File: config.mk
export PLATFORM = sky130hd
export DESIGN_NAME = axil_master_port
export DESIGN_NICKNAME = d
export VERILOG_FILES = /design/src/rtl/axil_master_port.sv
export SDC_FILE = /design/constraint.sdc
export NUM_CORES = 1
export LEC_CHECK = 0
export CORE_UTILIZATION = 47
export CTS_BUF_LIST = sky130_fd_sc_hd__clkbuf_8
export CTS_CLUSTER_SIZE = 8
export DETAILED_ROUTE_END_ITERATION = 8
export GPL_TIMING_DRIVEN = 0
export PLACE_DENSITY = 0.85
export SLEW_MARGIN = 0
export SYNTH_ARGS = -nofsm -noshare
export SYNTH_HDL_FRONTEND = slang
export SYNTH_SLANG_ARGS = --single-unit
export TNS_END_PERCENT = 30
File: constraint.sdc
create_clock -name s0_axi_aclk -period 6.1 [get_ports s0_axi_aclk]
set_clock_uncertainty 0.05 [all_clocks]
set_input_delay 0.915 -clock s0_axi_aclk [delete_from_list [all_inputs] [get_ports s0_axi_aclk]]
set_output_delay 0.915 -clock s0_axi_aclk [all_outputs]
set_load 0.05 [all_outputs]
File: src/rtl/axil_master_port.sv
// AXI4-Lite initiator: turns single-beat local commands into AXI4-Lite write
// or read transactions, one at a time, with an optional watchdog timeout.
module axil_master_port #(
  parameter int DATA_WIDTH     = 32,
  parameter int ADDR_WIDTH     = 8,
  parameter int TIMEOUT_CYCLES = 256
) (
  input  logic                    s0_axi_aclk,
  input  logic                    s0_axi_aresetn,
  input  logic                    cmd_valid,
  output logic                    cmd_ready,
  input  logic                    cmd_write,
  input  logic [ADDR_WIDTH-1:0]   cmd_addr,
  input  logic [DATA_WIDTH-1:0]   cmd_wdata,
  input  logic [DATA_WIDTH/8-1:0] cmd_wstrb,
  output logic                    rsp_valid,
  input  logic                    rsp_ready,
  output logic                    rsp_write,
  output logic [DATA_WIDTH-1:0]   rsp_rdata,
  output logic [1:0]              rsp_resp,
  output logic                    rsp_timeout,
  output logic                    busy,
  output logic [ADDR_WIDTH-1:0]   m0_axi_awaddr,
  output logic                    m0_axi_awvalid,
  input  logic                    m0_axi_awready,
  output logic [DATA_WIDTH-1:0]   m0_axi_wdata,
  output logic [DATA_WIDTH/8-1:0] m0_axi_wstrb,
  output logic                    m0_axi_wvalid,
  input  logic                    m0_axi_wready,
  input  logic [1:0]              m0_axi_bresp,
  input  logic                    m0_axi_bvalid,
  output logic                    m0_axi_bready,
  output logic [ADDR_WIDTH-1:0]   m0_axi_araddr,
  output logic                    m0_axi_arvalid,
  input  logic                    m0_axi_arready,
  input  logic [DATA_WIDTH-1:0]   m0_axi_rdata,
  input  logic [1:0]              m0_axi_rresp,
  input  logic                    m0_axi_rvalid,
  output logic                    m0_axi_rready
);

  localparam int STRB_W = DATA_WIDTH / 8;
  // One extra bit so the counter can pass the limit without wrapping.
  localparam int WDOG_W = (TIMEOUT_CYCLES > 0) ? $clog2(TIMEOUT_CYCLES + 1) : 1;
  localparam logic [WDOG_W-1:0] WDOG_LAST =
      WDOG_W'((TIMEOUT_CYCLES > 0) ? TIMEOUT_CYCLES - 1 : 0);

  localparam logic [2:0] ST_IDLE    = 3'd0;
  localparam logic [2:0] ST_WR      = 3'd1;
  localparam logic [2:0] ST_WR_RESP = 3'd2;
  localparam logic [2:0] ST_RD_ADDR = 3'd3;
  localparam logic [2:0] ST_RD_DATA = 3'd4;
  localparam logic [2:0] ST_RSP     = 3'd5;

  logic [2:0]            state_q, state_d;
  logic                  aw_done_q, aw_done_d, w_done_q, w_done_d;
  logic [WDOG_W-1:0]     wdog_q, wdog_d;
  logic [ADDR_WIDTH-1:0] addr_q, addr_d;
  logic [DATA_WIDTH-1:0] wdata_q, wdata_d;
  logic [STRB_W-1:0]     wstrb_q, wstrb_d;
  logic                  write_q, write_d;
  logic                  awvalid_q, awvalid_d, wvalid_q, wvalid_d, bready_q, bready_d;
  logic                  arvalid_q, arvalid_d, rready_q, rready_d;
  logic                  rsp_valid_q, rsp_valid_d, rsp_write_q, rsp_write_d;
  logic [DATA_WIDTH-1:0] rsp_rdata_q, rsp_rdata_d;
  logic [1:0]            rsp_resp_q, rsp_resp_d;
  logic                  rsp_timeout_q, rsp_timeout_d;
  logic                  cmd_ready_q, cmd_ready_d, busy_q, busy_d;
  logic                  wdog_hit, timeout_now, aw_hs, w_hs;

  assign wdog_hit = (TIMEOUT_CYCLES > 0) && (wdog_q >= WDOG_LAST);
  assign aw_hs    = awvalid_q && m0_axi_awready;
  assign w_hs     = wvalid_q && m0_axi_wready;

  // Next-state logic; a real completion on the watchdog edge wins over the timeout.
  always_comb begin
    state_d       = state_q;
    aw_done_d     = aw_done_q;
    w_done_d      = w_done_q;
    wdog_d        = wdog_q;
    addr_d        = addr_q;
    wdata_d       = wdata_q;
    wstrb_d       = wstrb_q;
    write_d       = write_q;
    awvalid_d     = awvalid_q;
    wvalid_d      = wvalid_q;
    bready_d      = bready_q;
    arvalid_d     = arvalid_q;
    rready_d      = rready_q;
    rsp_valid_d   = rsp_valid_q;
    rsp_write_d   = rsp_write_q;
    rsp_rdata_d   = rsp_rdata_q;
    rsp_resp_d    = rsp_resp_q;
    rsp_timeout_d = rsp_timeout_q;
    timeout_now   = 1'b0;

    case (state_q)
      ST_IDLE: begin
        if (cmd_valid && cmd_ready_q) begin
          addr_d    = cmd_addr;
          wdata_d   = cmd_wdata;
          wstrb_d   = cmd_wstrb;
          write_d   = cmd_write;
          wdog_d    = '0;
          aw_done_d = 1'b0;
          w_done_d  = 1'b0;
          if (cmd_write) begin
            awvalid_d = 1'b1;
            wvalid_d  = 1'b1;
            state_d   = ST_WR;
          end else begin
            arvalid_d = 1'b1;
            state_d   = ST_RD_ADDR;
          end
        end
      end
      ST_WR: begin
        wdog_d    = wdog_q + WDOG_W'(1);
        aw_done_d = aw_done_q || aw_hs;
        w_done_d  = w_done_q || w_hs;
        if (aw_hs) awvalid_d = 1'b0;
        if (w_hs)  wvalid_d  = 1'b0;
        if (aw_done_d && w_done_d) begin
          bready_d = 1'b1;
          state_d  = ST_WR_RESP;
        end else if (wdog_hit) begin
          timeout_now = 1'b1;
        end
      end
      ST_WR_RESP: begin
        wdog_d = wdog_q + WDOG_W'(1);
        if (m0_axi_bvalid && bready_q) begin
          bready_d      = 1'b0;
          rsp_resp_d    = m0_axi_bresp;
          rsp_write_d   = 1'b1;
          rsp_rdata_d   = '0;
          rsp_timeout_d = 1'b0;
          rsp_valid_d   = 1'b1;
          state_d       = ST_RSP;
        end else if (wdog_hit) begin
          timeout_now = 1'b1;
        end
      end
      ST_RD_ADDR: begin
        wdog_d = wdog_q + WDOG_W'(1);
        if (arvalid_q && m0_axi_arready) begin
          arvalid_d = 1'b0;
          rready_d  = 1'b1;
          state_d   = ST_RD_DATA;
        end else if (wdog_hit) begin
          timeout_now = 1'b1;
        end
      end
      ST_RD_DATA: begin
        wdog_d = wdog_q + WDOG_W'(1);
        if (m0_axi_rvalid && rready_q) begin
          rready_d      = 1'b0;
          rsp_rdata_d   = m0_axi_rdata;
          rsp_resp_d    = m0_axi_rresp;
          rsp_write_d   = 1'b0;
          rsp_timeout_d = 1'b0;
          rsp_valid_d   = 1'b1;
          state_d       = ST_RSP;
        end else if (wdog_hit) begin
          timeout_now = 1'b1;
        end
      end
      ST_RSP: begin
        if (rsp_valid_q && rsp_ready) begin
          rsp_valid_d = 1'b0;
          state_d     = ST_IDLE;
        end
      end
      default: state_d = ST_IDLE;
    endcase

    // Watchdog recovery: abandon every channel and report SLVERR.
    if (timeout_now) begin
      awvalid_d     = 1'b0;
      wvalid_d      = 1'b0;
      bready_d      = 1'b0;
      arvalid_d     = 1'b0;
      rready_d      = 1'b0;
      rsp_valid_d   = 1'b1;
      rsp_resp_d    = 2'b10;
      rsp_timeout_d = 1'b1;
      rsp_rdata_d   = '0;
      rsp_write_d   = write_q;
      state_d       = ST_RSP;
    end
  end

  // cmd_ready and busy are registered views of the next state.
  always_comb begin
    cmd_ready_d = (state_d == ST_IDLE);
    busy_d      = (state_d != ST_IDLE);
  end

  // State and registered outputs; async reset drops every valid/ready at once.
  always_ff @(posedge s0_axi_aclk or negedge s0_axi_aresetn) begin
    if (!s0_axi_aresetn) begin
      state_q       <= ST_IDLE;
      aw_done_q     <= 1'b0;
      w_done_q      <= 1'b0;
      wdog_q        <= '0;
      addr_q        <= '0;
      wdata_q       <= '0;
      wstrb_q       <= '0;
      write_q       <= 1'b0;
      awvalid_q     <= 1'b0;
      wvalid_q      <= 1'b0;
      bready_q      <= 1'b0;
      arvalid_q     <= 1'b0;
      rready_q      <= 1'b0;
      rsp_valid_q   <= 1'b0;
      rsp_write_q   <= 1'b0;
      rsp_rdata_q   <= '0;
      rsp_resp_q    <= 2'b00;
      rsp_timeout_q <= 1'b0;
      cmd_ready_q   <= 1'b0;
      busy_q        <= 1'b0;
    end else begin
      state_q       <= state_d;
      aw_done_q     <= aw_done_d;
      w_done_q      <= w_done_d;
      wdog_q        <= wdog_d;
      addr_q        <= addr_d;
      wdata_q       <= wdata_d;
      wstrb_q       <= wstrb_d;
      write_q       <= write_d;
      awvalid_q     <= awvalid_d;
      wvalid_q      <= wvalid_d;
      bready_q      <= bready_d;
      arvalid_q     <= arvalid_d;
      rready_q      <= rready_d;
      rsp_valid_q   <= rsp_valid_d;
      rsp_write_q   <= rsp_write_d;
      rsp_rdata_q   <= rsp_rdata_d;
      rsp_resp_q    <= rsp_resp_d;
      rsp_timeout_q <= rsp_timeout_d;
      cmd_ready_q   <= cmd_ready_d;
      busy_q        <= busy_d;
    end
  end

  assign cmd_ready      = cmd_ready_q;
  assign busy           = busy_q;
  assign rsp_valid      = rsp_valid_q;
  assign rsp_write      = rsp_write_q;
  assign rsp_rdata      = rsp_rdata_q;
  assign rsp_resp       = rsp_resp_q;
  assign rsp_timeout    = rsp_timeout_q;
  assign m0_axi_awaddr  = addr_q;
  assign m0_axi_awvalid = awvalid_q;
  assign m0_axi_wdata   = wdata_q;
  assign m0_axi_wstrb   = wstrb_q;
  assign m0_axi_wvalid  = wvalid_q;
  assign m0_axi_bready  = bready_q;
  assign m0_axi_araddr  = addr_q;
  assign m0_axi_arvalid = arvalid_q;
  assign m0_axi_rready  = rready_q;

endmodule

==> results.ini <==
[synthesis]
synth_top_area_cell=dfrtp_1
ys_ff_latch=103
syn_inst=321
synthTopCellsByCount=dfrtp_1, mux2_2, a32o_1
avgSynthCellArea_um2=13.5
synth_most_common_cell=dfrtp_1
synth_flop_cell=dfrtp_1
ys_top_cells_by_area=dfrtp_1, mux2_2, a32o_1
synth-edff-count=0
ys_types=45
seq_area_frac_synth=0.596
syn_area_um2=4330
syn_nets=413
ys.warnings.count=0
yosys.area.top_type_share=0.596
synthArstFlopShare=1.00

[floorplan]
rows=34
core-area_um2=8810
die_width_um=98.0
die_area_um2=9600
io_pins=186
initial_core_util=0.491
die_h_um=98.0

[routing]
vias_per_cell=5.40
dr.first_iter.drc_count=146
wl_mm=10.7
vias=3409
wl_per_cell_um=17.0
dr.pass1.iters=7
drt_drc_violations_left=15
ant_nets=0

[sta]
fmax_mhz=379
min_period_ns=2.64
setup_ws_ns=3.46
rsz0062_at_grt=false
maxSlewViolCount=0
finalCritPeriodShare=0.432
setup_viol=0
hold_violations=0
setup_tns_ns=0
relSlewSlack=0.528
worst_slew_pin_slew_ns=0.702

[cts]
ctsHtreeMaxLevel=3
postCtsSetupBuffers=0
cts_buffer_depth=2
clock_latency_ns=0.36
clkSinkCount=103
ctsHoldBuffers=0
cts_buffers=9
clkTransAtPathRegs_ns=0.09
root_buffer=clkbuf_8
cts-resized-gates=0
cts_tree=built

[finish]
drive_gt1_frac=0.185
fin_util=0.743
synthToLayoutAreaGrowth_pct=51.3
diodes=0
nets=610
finalInstanceArea_um2=6550

[global_routing]
grt_usage=0.231
grt_pass1_vias=3639
antenna_found_initial=0
grt_pass1_wl_mm=17.7
grt_overflow=0
grt_max_degree=57

[worst_setup_path]
critPathLaunchType=input pin
slowest_stage=nor4_1
path_max_fanout=3
crit_buf_inv=1
r2r_slack_ns=3.62
max_stage_delay_ns=0.57
crit_path_cell_trace=clkdlybuf4s50_1 -> a21boi_0 -> o21ai_0 -> a31oi_1 -> nor4_1 -> o221ai_1
cp.required_ns=6.24
critPathTopFamily=compound AO/OA/AOI/OAI gates
endpoint_kind=flop
worstSetupPathType=in -> reg
worstPathArrival_ns=2.78

[pwr]
irDropWorstVdd_mv=0.415
total_leakage_power_nw=2.76
pwr_density_cell_nw_per_um2=610

[place]
dp_slack_ns=3.18
port_buffers=185
hpwl_mm=8.18
place_area_um2=6340
place.gp.congestion=0.868

[status]
status=complete, but fails checks
violations=DRC

[flow_run]
cap_violations=0

[min_path]
worstHoldPathType=reg -> reg

==> layout make-up <==
cell class                 count  area (µm²)
tap                          108         135
clock inverter                 6        68.8
sequential                   103        2580
fill                         584        2260
multi-input combinational    185        1540
clock buffer                  10         138
timing repair buffer         186        1880
inverter                       5        18.8
buffer                        28         193
==> sequential cells by signal, indices dropped and copies added (netlist names) <==
register        cells
m0_axi_wstrb        4
m0_axi_araddr       8
rsp_valid           1
m0_axi_arvalid      1
m0_axi_wdata       32
wdog_q              9
rsp_timeout         1
write_q             1
cmd_ready           1
m0_axi_wvalid       1
aw_done_q           1
rsp_resp            2
m0_axi_awvalid      1
rsp_write           1
m0_axi_rready       1
m0_axi_bready       1
rsp_rdata          32
state_q             3
w_done_q            1
busy                1
==> routing by layer <==
layer | part of all wire | global-route usage | vias to the layer above
met1 | 0.41 | 0.288 | 1670
met3 | 0.066 | 0.0408 | 21
met4 | 0.026 | 0.0991 | 0
li1 | - | - | 1580
met2 | 0.50 | 0.398 | 138
met5 | 0 | 0 | -
==> power breakdown <==
group          total (mW)  internal (mW)  leakage (nW)  switching, mW
sequential           1.15          0.975          1.28          0.177
combinational        2.40          0.901          1.38           1.50
clock               0.441          0.204         0.102          0.237
total                3.99           2.08          2.76           1.91
==> worst paths after layout <==
path | from | end | cells after the start
worst max-delay path | m0_axi_arready | state_q[0] | 6
worst min-delay path | rsp_rdata[31] | rsp_rdata[31] | 1
worst max register to register | wdog_q[5] | state_q[0] | 7
worst min register to register | rsp_rdata[31] | rsp_rdata[31] | 1
max in group asynchronous | s0_axi_aresetn | wdog_q[8] | 2
min in group asynchronous | s0_axi_aresetn | rsp_rdata[16] | 1
==> worst reg2reg max path, delay by kind of cell, from the launching register on <==
family / cells / cell delay [ns]
flip-flops: 1 / 0.42
AO/OA/AOI/OAI: 3 / 0.65
adder cells (fa/ha/maj): 1 / 0.18
AND/OR/NAND/NOR: 3 / 1.03
==> logic make-up after synthesis <==
logic type      count (synthesis)  share of synthesized area
compound gates                 67                      0.136
xor+xnor                        7                     0.0142
fa+ha+maj                       2                    0.00578
buf+inv                        33                     0.0489
flops                         103                      0.596
mux                            48                      0.125
simple gates                   61                     0.0746
==> metrics by stage <==
stage,power [mW],hold slack (ns),std cells
2_1_floorplan,2.76,0.413,321
3_3_place_gp,3.50,0.411,614
3_5_place_dp,3.57,0.430,615
4_1_cts,4.01,0.452,631
5_1_grt,4.17,0.457,631
6_report,3.99,0.446,631
==> placed cells by master (no fill, tap or decap), types with 5 or more instances in the layout <==
cell type        instances
xor2_1                   5
clkbuf_8                10
buf_2                    6
clkdlybuf4s50_1        184
a21oi_1                  8
a32o_1                  33
nor2_1                  19
dfrtp_1                103
mux2_2                  47
inv_1                    6
buf_4                   16
nand2_1                 13
No activity file was read; power rests on OpenSTA's default activity.
